$ cat src/rtl/fetch_unit.sv
// Instruction fetch stage: owns the PC, keeps one prefetch in flight to a
// variable-latency instruction memory and presents instructions to decode.
module fetch_unit #(
    parameter int                    DATA_WIDTH = 32,
    parameter logic [DATA_WIDTH-1:0] RESET_PC   = '0
) (
    input  logic                  clk,
    input  logic                  rst_n,
    output logic                  imem_req,
    output logic [DATA_WIDTH-1:0] imem_addr,
    input  logic                  imem_ack,
    input  logic [DATA_WIDTH-1:0] imem_rdata,
    output logic                  instr_valid,
    output logic [DATA_WIDTH-1:0] instr,
    output logic [DATA_WIDTH-1:0] pc,
    input  logic                  instr_ready,
    input  logic                  PCsrc,
    input  logic [DATA_WIDTH-1:0] ImmOp
);

    typedef enum logic [2:0] {
        IDLE,
        FETCH,
        PREFETCH,
        HOLD,
        DISCARD
    } state_t;

    state_t                state, state_nxt;
    logic [DATA_WIDTH-1:0] fetch_pc, fetch_pc_nxt;
    logic [DATA_WIDTH-1:0] redirect_pc, redirect_pc_nxt;
    logic [DATA_WIDTH-1:0] skid_instr, skid_instr_nxt;
    logic [DATA_WIDTH-1:0] skid_pc, skid_pc_nxt;
    logic [DATA_WIDTH-1:0] instr_nxt, pc_nxt;
    logic                  instr_valid_nxt;

    logic                  accept;
    logic [DATA_WIDTH-1:0] seq_pc;
    logic [DATA_WIDTH-1:0] target;

    assign accept    = instr_valid & instr_ready;
    assign seq_pc    = fetch_pc + DATA_WIDTH'(4);
    assign target    = pc + ImmOp;
    assign imem_addr = fetch_pc;
    assign imem_req  = (state == FETCH) || (state == PREFETCH) || (state == DISCARD);

    // NOTE: every variable gets its hold value first so no path leaves one
    // unassigned; that is what keeps this block free of inferred latches.
    always_comb begin
        state_nxt       = state;
        fetch_pc_nxt    = fetch_pc;
        redirect_pc_nxt = redirect_pc;
        skid_instr_nxt  = skid_instr;
        skid_pc_nxt     = skid_pc;
        instr_nxt       = instr;
        pc_nxt          = pc;
        instr_valid_nxt = instr_valid;

        case (state)
            IDLE: state_nxt = FETCH;

            FETCH: begin
                if (imem_ack) begin
                    instr_nxt       = imem_rdata;
                    pc_nxt          = fetch_pc;
                    instr_valid_nxt = 1'b1;
                    fetch_pc_nxt    = seq_pc;
                    state_nxt       = PREFETCH;
                end
            end

            PREFETCH: begin
                if (accept) begin
                    if (PCsrc) begin
                        instr_valid_nxt = 1'b0;
                        if (imem_ack) begin
                            fetch_pc_nxt = target;
                            state_nxt    = FETCH;
                        end else begin
                            // Request still pending: address must not move until it completes.
                            redirect_pc_nxt = target;
                            state_nxt       = DISCARD;
                        end
                    end else if (imem_ack) begin
                        instr_nxt    = imem_rdata;
                        pc_nxt       = fetch_pc;
                        fetch_pc_nxt = seq_pc;
                    end else begin
                        instr_valid_nxt = 1'b0;
                        state_nxt       = FETCH;
                    end
                end else if (imem_ack) begin
                    skid_instr_nxt = imem_rdata;
                    skid_pc_nxt    = fetch_pc;
                    fetch_pc_nxt   = seq_pc;
                    state_nxt      = HOLD;
                end
            end

            HOLD: begin
                if (accept) begin
                    if (PCsrc) begin
                        instr_valid_nxt = 1'b0;
                        fetch_pc_nxt    = target;
                        state_nxt       = FETCH;
                    end else begin
                        instr_nxt = skid_instr;
                        pc_nxt    = skid_pc;
                        state_nxt = PREFETCH;
                    end
                end
            end

            DISCARD: begin
                if (imem_ack) begin
                    fetch_pc_nxt = redirect_pc;
                    state_nxt    = FETCH;
                end
            end

            default: state_nxt = IDLE;
        endcase
    end

    // NOTE: state is updated with non-blocking assignments so every register
    // samples the values from before the edge, independent of statement order.
    always_ff @(posedge clk or negedge rst_n) begin
        if (!rst_n) begin
            state       <= IDLE;
            fetch_pc    <= RESET_PC;
            redirect_pc <= RESET_PC;
            skid_instr  <= '0;
            skid_pc     <= '0;
            instr       <= '0;
            pc          <= RESET_PC;
            instr_valid <= 1'b0;
        end else begin
            state       <= state_nxt;
            fetch_pc    <= fetch_pc_nxt;
            redirect_pc <= redirect_pc_nxt;
            skid_instr  <= skid_instr_nxt;
            skid_pc     <= skid_pc_nxt;
            instr       <= instr_nxt;
            pc          <= pc_nxt;
            instr_valid <= instr_valid_nxt;
        end
    end

endmodule

$ cat config.mk
export PLATFORM = sky130hd
export DESIGN_NAME = fetch_unit
export DESIGN_NICKNAME = d
export VERILOG_FILES = /design/src/rtl/fetch_unit.sv
export SDC_FILE = /design/constraint.sdc
export NUM_CORES = 1
export LEC_CHECK = 0
export ABC_AREA = 1
export CORE_ASPECT_RATIO = 0.7
export CORE_MARGIN = 3
export CORE_UTILIZATION = 60
export CTS_CLUSTER_SIZE = 8
export DETAILED_ROUTE_END_ITERATION = 8
export PLACE_DENSITY = 0.92
export SYNTH_ARGS = -nofsm -noshare
export SYNTH_HDL_FRONTEND = slang
export SYNTH_SLANG_ARGS = --single-unit
$ cat constraint.sdc
create_clock -name clk -period 3.5 [get_ports clk]
set_input_delay 0.525 -clock clk [delete_from_list [all_inputs] [get_ports clk]]
set_output_delay 0.525 -clock clk [all_outputs]
set_load 0.01 [all_outputs]
* Word level (Yosys, flattened, before mapping)
Cells that the tools add are included.
Storage, ports and cells: register bits after elaboration 196, latch bits 0, RAM bits 0, ROM bits 0, input port bits 69, output and inout bits 98, word-level logic and storage cells 76, memories kept 0
Operators by class: $add $sub $neg 2, $mul 0, divide/modulo/power cells 0, order comparisons 0, equal/unequal tests 15, shift-type cells 0, multiplexer cells 37, bitwise gates (word level) 3, reduce and logical (&&, ||, !) cells 11
Operators by type and width (number):
- two-way mux 32 bit | 17
- case mux 32 bit (3 select lines) | 2
- case mux 32 bit (4 select lines) | 1
- adder 32 x 3 -> 32 bit, second input constant | 1
- adder 32 bit | 1
- two-way mux 3 bit | 8
- case mux 3 bit (5 select lines) | 1
- AND reduction 5 bit | 3
- inequality test 2 bit, second input constant | 7
- inequality test 4 bit, second input constant | 2
- == test 3 x 2 -> 1 bit, second input constant | 2
- two-way mux 1 bit | 6
- inequality test 3 bit, second input constant | 2
- AND reduction 6 bit | 1
- AND reduction 4 bit | 1
- nonzero test 4 bit | 1
- == test 3 x 1 -> 1 bit, second input constant | 1
- == test 3 bit, second input constant | 1
- zero test 3 bit | 1
- case mux 1 bit (3 select lines) | 1
- AND reduction 3 bit | 1
- nonzero test 3 bit | 1
- logical OR 1 bit | 2
- two-way mux 2 bit | 1
- 2 further kinds | 3

* Longest topological paths before layout
Gate-level depths: netlist (run 1).
word-level depth 5, mapped depth 15, depth with buffers taken out 14

* Worst setup path after synthesis (run 1)
Ideal clock, no wire load.
path type input to register, start input ImmOp[0], end register fetch_pc[12] (netlist: imem_addr[12]), arrival 2.068 ns, data required time 3.383 ns, slack 1.315 ns, stages 11, buffers on the path 0, path through ha_1 > fa_1 > nand3_1 > nand3_1 > nand3_1 > nand3_1 > or2_2 > nand3_1 > nand3_1 > o21ai_1 > inv_1
On the way: cells in the longest elaborated chain, start to end 5, elaborated cells on any way between the ends 7
RTL lines:
- from (decl) | RTL line 18 | input logic [DATA_WIDTH-1:0] ImmOp
- adder 32 bit * | RTL line 43 | assign target = pc + ImmOp;
- two-way mux 32 bit | RTL line 76 | if (imem_ack) begin
- two-way mux 32 bit | RTL line 74 | if (PCsrc) begin
- two-way mux 32 bit | RTL line 73 | if (accept) begin
- case mux 32 bit (4 select lines) * | RTL line 59 | case (state)
- to (signal assigned) | RTL line 139 | fetch_pc <= fetch_pc_nxt;
- to (decl) | RTL line 30 | logic [DATA_WIDTH-1:0] fetch_pc, fetch_pc_nxt;
Mark *: on every way between the ends. The rest lies on a longest branch, timed or not. The select of a mux whose other input is x is not followed. A chain may end at the register's enable or synchronous reset.

* Worst setup path after layout (run 1)
start register state[2], end register fetch_pc[21] (netlist: imem_addr[21])
On the way: cells in the longest elaborated chain, start to end 3, elaborated cells on any way between the ends 11
RTL lines:
- from (decl) | RTL line 29 | state_t state, state_nxt;
- from (signal assigned) | RTL line 138 | state <= state_nxt;
- == test 3 x 2 -> 1 bit, or another cell as far along | RTL line 59
- inequality test 4 bit (no line), or another cell as far along
- AND reduction 5 bit (no line)
Several ways; a longest one is shown, not always the timed one.

==> reports/qor.csv, run 1 <==
metric;value;unit
seq_power_share;0.302;
grt_max_degree;89;
grt_pass1_wl;59000;um
core_area;0.0191;mm^2
relSlewSlack;0.523;
drc;0;
antenna_cells;0;
seq_area;0.00490;mm^2
cts_buffers;17;
routed_wirelength;37500;um
ys_top_cells_by_area;dfrtp_1, nand2_1, inv_1, nor2_1, nand3_1;
netlist_instances;1646;
crit_path_max_fanout;20;
dpl.hpwl;26900;um
fp-row-count;42;
p_leak;0.00706;uW
synth_warnings;0;
cts_resized;0;
p_int;7500;uW
synth_flop_cell;dfrtp_1;
htree_levels;4;
synth_most_common_cell;nand2_1;
path_cells;inv_2 > nand2_1 > nor2_4 > nand2_1 > nand2_1 > inv_1 > nand3_2 > inv_2 > nand2_2 > buf_4 > a21oi_1 > nand3_1 > nand2_1 > inv_1;
power_frac_clock;0.136;
cts_tree;done;
start_util;0.616;
antenna_left;0;
clk_latency;450;ps
finalHoldViolCount;0;
powerDensity;1020;mW/mm^2
synth_top_area_cell;dfrtp_1;
startpoint_type;register;
p_switching;7050;uW
critPathCaptureType;register;
synth_top_cell_area_share;0.417;
multi_input_area;0.00584;mm^2
path_buf_inv;5;
crit_required;3890;ps
ys_seq_area_frac;0.417;
layout-drive-gt1-share;0.0631;
routedWlPerCell;18.1;um
syn_avg_cell_area;7.14;um^2
drv_cap;0;
worst_pin_slew;714;ps
final.period_utilization;0.788;
reg2reg_from;state[2];
drt_iter0_drc;1547;
layout_min_cycle_time;2760;ps
syn_nets;1748;
cp_slowest_cell;nor2_4;
synth_cell_types;41;
vias;12000;
grt_util_all_layers;0.352;
post-place-ws;604;ps
via_per_inst;5.79;
cp_top_family;simple AND/OR/NAND/NOR gates;
overflow;0;
min_path_type;primary input to async pin;
synth_edf_count;0;
rsz0062_at_grt;no;
finalMaxSlewViolations;0;
setup_ws;740;ps
dieArea;0.0213;mm^2
first_global_vias;11300;
cts-root-buf;clkbuf_16;
antenna_found_initial;0;
status;finished, final reports clean;
drtPass1Iterations;9;
postCtsHoldBufs;0;
synth_area;0.0117;mm^2
post_dp_cell_area;0.0137;mm^2
p_sw_frac;0.484;
cts_setup_buffers;0;
critPathMostFrequentCell;nand2_1;
slowest_delay;570;ps
clock_sinks;196;
fill_cells;1465;
boundaryPins;167;
portBuffers;166;
max_freq;0.362;GHz
synth_common_cells;nand2_1, dfrtp_1, inv_1;
dieHeight;123;um
p_comb_frac;0.562;
fin_setup_tns;0;ps
place.gp.congestion;1.05;
async_flop_share;1.00;
timing.hold.ws;102;ps
yosys_register_bits;196;
die_w;173;um
crit_path_start;state[2];
final.setup_skew;13.2;ps
postLayoutCellArea;0.0143;mm^2
cts_buffer_depth;2;
path_clk_slew;80;ps
final_nets;1895;
critPathKind;register to register;
area_delta_synth_final;21.3;%
setup_viol;0;
arrival;3150;ps
vdd_drop_max;668;uV
-- layout make-up --
cell class | instances | area share
inverter | 189 | 0.0498
multi-input combinational | 1201 | 0.410
tap | 264 | 0.0232
sequential | 196 | 0.344
clock inverter | 14 | 0.0111
timing repair buffer | 188 | 0.131
clock buffer | 18 | 0.0308
-- metal layers --
| metal | wire, um | GRT usage | up-vias |
|---|---|---|---|
| li1 | - | - | 5546 |
| met1 | 15300 | 0.490 | 5567 |
| met2 | 15800 | 0.522 | 779 |
| met3 | 5520 | 0.136 | 93 |
| met4 | 821 | 0.0911 | 0 |
| met5 | 0 | 0 | - |
-- layout by cell type, fill, tap and decap left out, types with 2 or more instances in the layout --
master / instances
inv_1: 180
nand2_1: 618
o22ai_1: 4
o21ai_1: 6
a22oi_1: 6
buf_12: 3
inv_6: 2
clkinv_1: 2
clkdlybuf4s50_1: 165
xnor2_1: 6
inv_2: 7
o21ai_0: 57
xor2_1: 18
nor3_1: 7
buf_4: 19
clkinvlp_4: 3
mux2_2: 35
clkbuf_8: 2
a21oi_1: 40
clkinv_8: 4
nor2_1: 155
o21bai_1: 2
nand4_1: 8
clkbuf_16: 17
nor2_2: 4
nor2_4: 4
dfrtp_1: 196
inv_8: 4
nand3b_1: 12
a31oi_1: 66
nand3_1: 104
nand2_2: 4
ha_1: 32
-- flip-flops by register name, indices dropped and copies added, names as in the netlist --
register,count
pc,32
skid_pc,32
redirect_pc,32
imem_addr,32
instr_valid,1
skid_instr,32
instr,32
state,3
-- worst reg2reg max path, delay by kind of cell, from the launching register on --
family | cells | cell delay [ps]
compound gates | 1 | 80
buf+inv | 5 | 530
flops | 1 | 450
simple gates | 8 | 1670
-- through the flow --
| stage | total power, uW | instances | utilization |
|---|---|---|---|
| finish | 14500 | 2070 | 0.747 |
| global route | 15500 | 2070 | 0.747 |
| CTS | 14300 | 2070 | 0.747 |
| detailed placement | 12300 | 2038 | 0.716 |
| global placement | 12000 | 2038 | 0.716 |
| floorplan | 9230 | 1646 | - |
-- power by group through the flow --
stage                     clock network, uW  logic, uW  registers, uW
after floorplan                           0       4970           4260
after global placement                    0       7680           4320
after detailed placement                  0       7930           4360
after CTS                              1980       8000           4340
after global routing                   2080       8970           4490
final                                  1980       8170           4400
-- path summary, 6_finish.rpt --
| path | to | slack (ps) | cells after the start |
|---|---|---|---|
| setup reg to reg | imem_addr[21] | 740 | 14 |
| setup / recovery | imem_addr[21] | 740 | 14 |
| min in group clk | skid_pc[1] | 480 | 2 |
| max in group asynchronous | skid_instr[4] | 2480 | 2 |
| hold reg to reg | skid_pc[1] | 480 | 2 |
| hold / removal | skid_pc[23] | 100 | 1 |
-- cell families after synthesis --
group                      after synthesis  synth area share
muxes                                   35            0.0335
DFF                                    196             0.417
buffers and inverters                  249            0.0868
and+or+nand+nor                        923             0.319
AOI/OAI and AO/OA                      186            0.0897
adders and majority gates               33            0.0358
xor gates and xnor gates                24            0.0179
Note: power is estimated with default switching activity, not from simulation.
==> run 2: changes to the inputs <==
CORE_UTILIZATION = 50   (was 60)
PLACE_DENSITY = 0.82   (was 0.92)
clock period = 2.4 ns   (was 3.5 ns; I/O delays follow)
==> reports/qor.csv, run 2 (synthesis gave the netlist of run 1 again) <==
metric;value;unit
critPathKind;register to output pin;
vias;12100;
dieArea;0.0254;mm^2
path_clk_slew;80;ps
post-place-ws;-206;ps
p_comb_frac;0.596;
grt_max_degree;65;
r2r_slack;160;ps
crit_required;2040;ps
layout_common_cells;nand2_1, dfrtp_1, inv_1;
antenna_found_initial;0;
post_dp_cell_area;0.0145;mm^2
dieHeight;134;um
routed_wirelength;38600;um
layout-drive-gt1-share;0.114;
p_sw_frac;0.460;
clock_sinks;196;
slowest_delay;540;ps
dpl.hpwl;28400;um
powerDensity;1470;mW/mm^2
postLayoutCellArea;0.0151;mm^2
cts_buffers;17;
layout.cells.most_common;nand2_1;
via_per_inst;5.45;
p_switching;10300;uW
routedWlPerCell;17.4;um
utilization;0.663;
cts_buffer_depth;2;
arrival;1930;ps
core_area;0.0228;mm^2
critPathCaptureType;output pin;
fp-row-count;46;
final_nets;1993;
reg2reg_from;pc[23];
htree_levels;4;
cp_top_family;buffers and inverters;
area_delta_synth_final;28.9;%
drv_cap;0;
place.gp.congestion;1.01;
seq_power_share;0.278;
finalMaxSlewViolations;0;
vdd_drop_max;651;uV
relSlewSlack;0.461;
path_buf_inv;2;
portBuffers;166;
finalHoldViolCount;0;
drtPass1Iterations;6;
first_global_vias;11300;
min_path_type;primary input to async pin;
start_util;0.514;
r2r_end;imem_addr[25];
cts-root-buf;clkbuf_16;
cts_tree;done;
p_int;12000;uW
antenna_left;0;
die_w;189;um
status;finished, final reports clean;
timing.hold.ws;454;ps
worst_pin_slew;809;ps
final.setup_skew;14.8;ps
crit_path_max_fanout;6;
rsz0062_at_grt;no;
overflow;0;
boundaryPins;167;
clk_latency;450;ps
setup_ws;111;ps
setup_viol;0;
p_leak;0.00756;uW
drt_iter0_drc;1565;
drc;0;
r2r_cells;13;
grt_util_all_layers;0.307;
final.period_utilization;0.954;
cp_slowest_cell;clkdlybuf4s50_1;
antenna_cells;0;
path_cells;nor2_4 > nand2_2 > nand2_1 > inv_1 > nand2_1 > clkdlybuf4s50_1;
power_frac_clock;0.126;
max_freq;0.437;GHz
grt_pass1_wl;61200;um
critPathMostFrequentCell;nand2_1;
p_total;22300;uW
startpoint_type;register;
layout_min_cycle_time;2290;ps
-- run 2: cell count changes in the layout (fill, tap and decap cells not counted), sizes merged --
cell / change
inv: -4
bufinv: +1
clkinv: +2
buf: +97
clkinvlp: -1
clkbuf: +2
dlygate4sd3: +1
-- run 2: worst max-delay path by stage --
stage                  start       endpoint  slack [ps]  depth (start not counted)
global placement    ImmOp[0]  imem_addr[28]        -170                         14
global route          pc[14]  imem_addr[27]           6                         12
finish              state[2]       imem_req         110                          6
floorplan              pc[0]  imem_addr[12]         290                         11
detailed placement  ImmOp[0]   imem_addr[8]        -210                         11
CTS                 state[2]       imem_req          30                          6
-- run 2: layout make-up --
| cell class | count | area (um^2) |
|---|---|---|
| Clock inverter | 12 | 105 |
| Clock buffer | 20 | 447 |
| Fill cell | 2008 | 7710 |
| Sequential cell | 196 | 4910 |
| Multi-Input combinational cell | 1201 | 5880 |
| Timing Repair Buffer | 286 | 2710 |
| Tap cell | 312 | 390 |
| Inverter | 189 | 709 |
-- run 2: per-stage QoR --
stage | TNS, ps | cells
floorplan | 0 | 1646
global placement | -2300 | 2182
detailed placement | -3360 | 2182
CTS | 0 | 2216
global route | 0 | 2216
finish | 0 | 2216
-- run 2: layer usage --
metal	up-vias	wire, um	global-route usage	share of wire
met2	664	16200	0.451	0.42
li1	5723	-	-	-
met4	0	510	0.0607	0.013
met1	5630	17300	0.459	0.45
met5	-	0	0	0
met3	55	4560	0.0815	0.12
-- run 2: repair_timing --
item,in CTS,in global routing
setup endpoints to repair,1,17
hold buffers,1,0
pin swaps,0,2
setup buffers,1,0
gates resized for setup,0,10
endpoints found under the hold margin,60,0
-- run 2: power groups by stage --
stage          Combinational (uW)  Clock (uW)  Sequential [uW]
3_5_place_dp                13000           0             6190
2_1_floorplan                7240           0             6220
3_3_place_gp                12700           0             6140
5_1_grt                     14600        2950             6370
4_1_cts                     13100        2820             6150
6_report                    13300        2800             6210
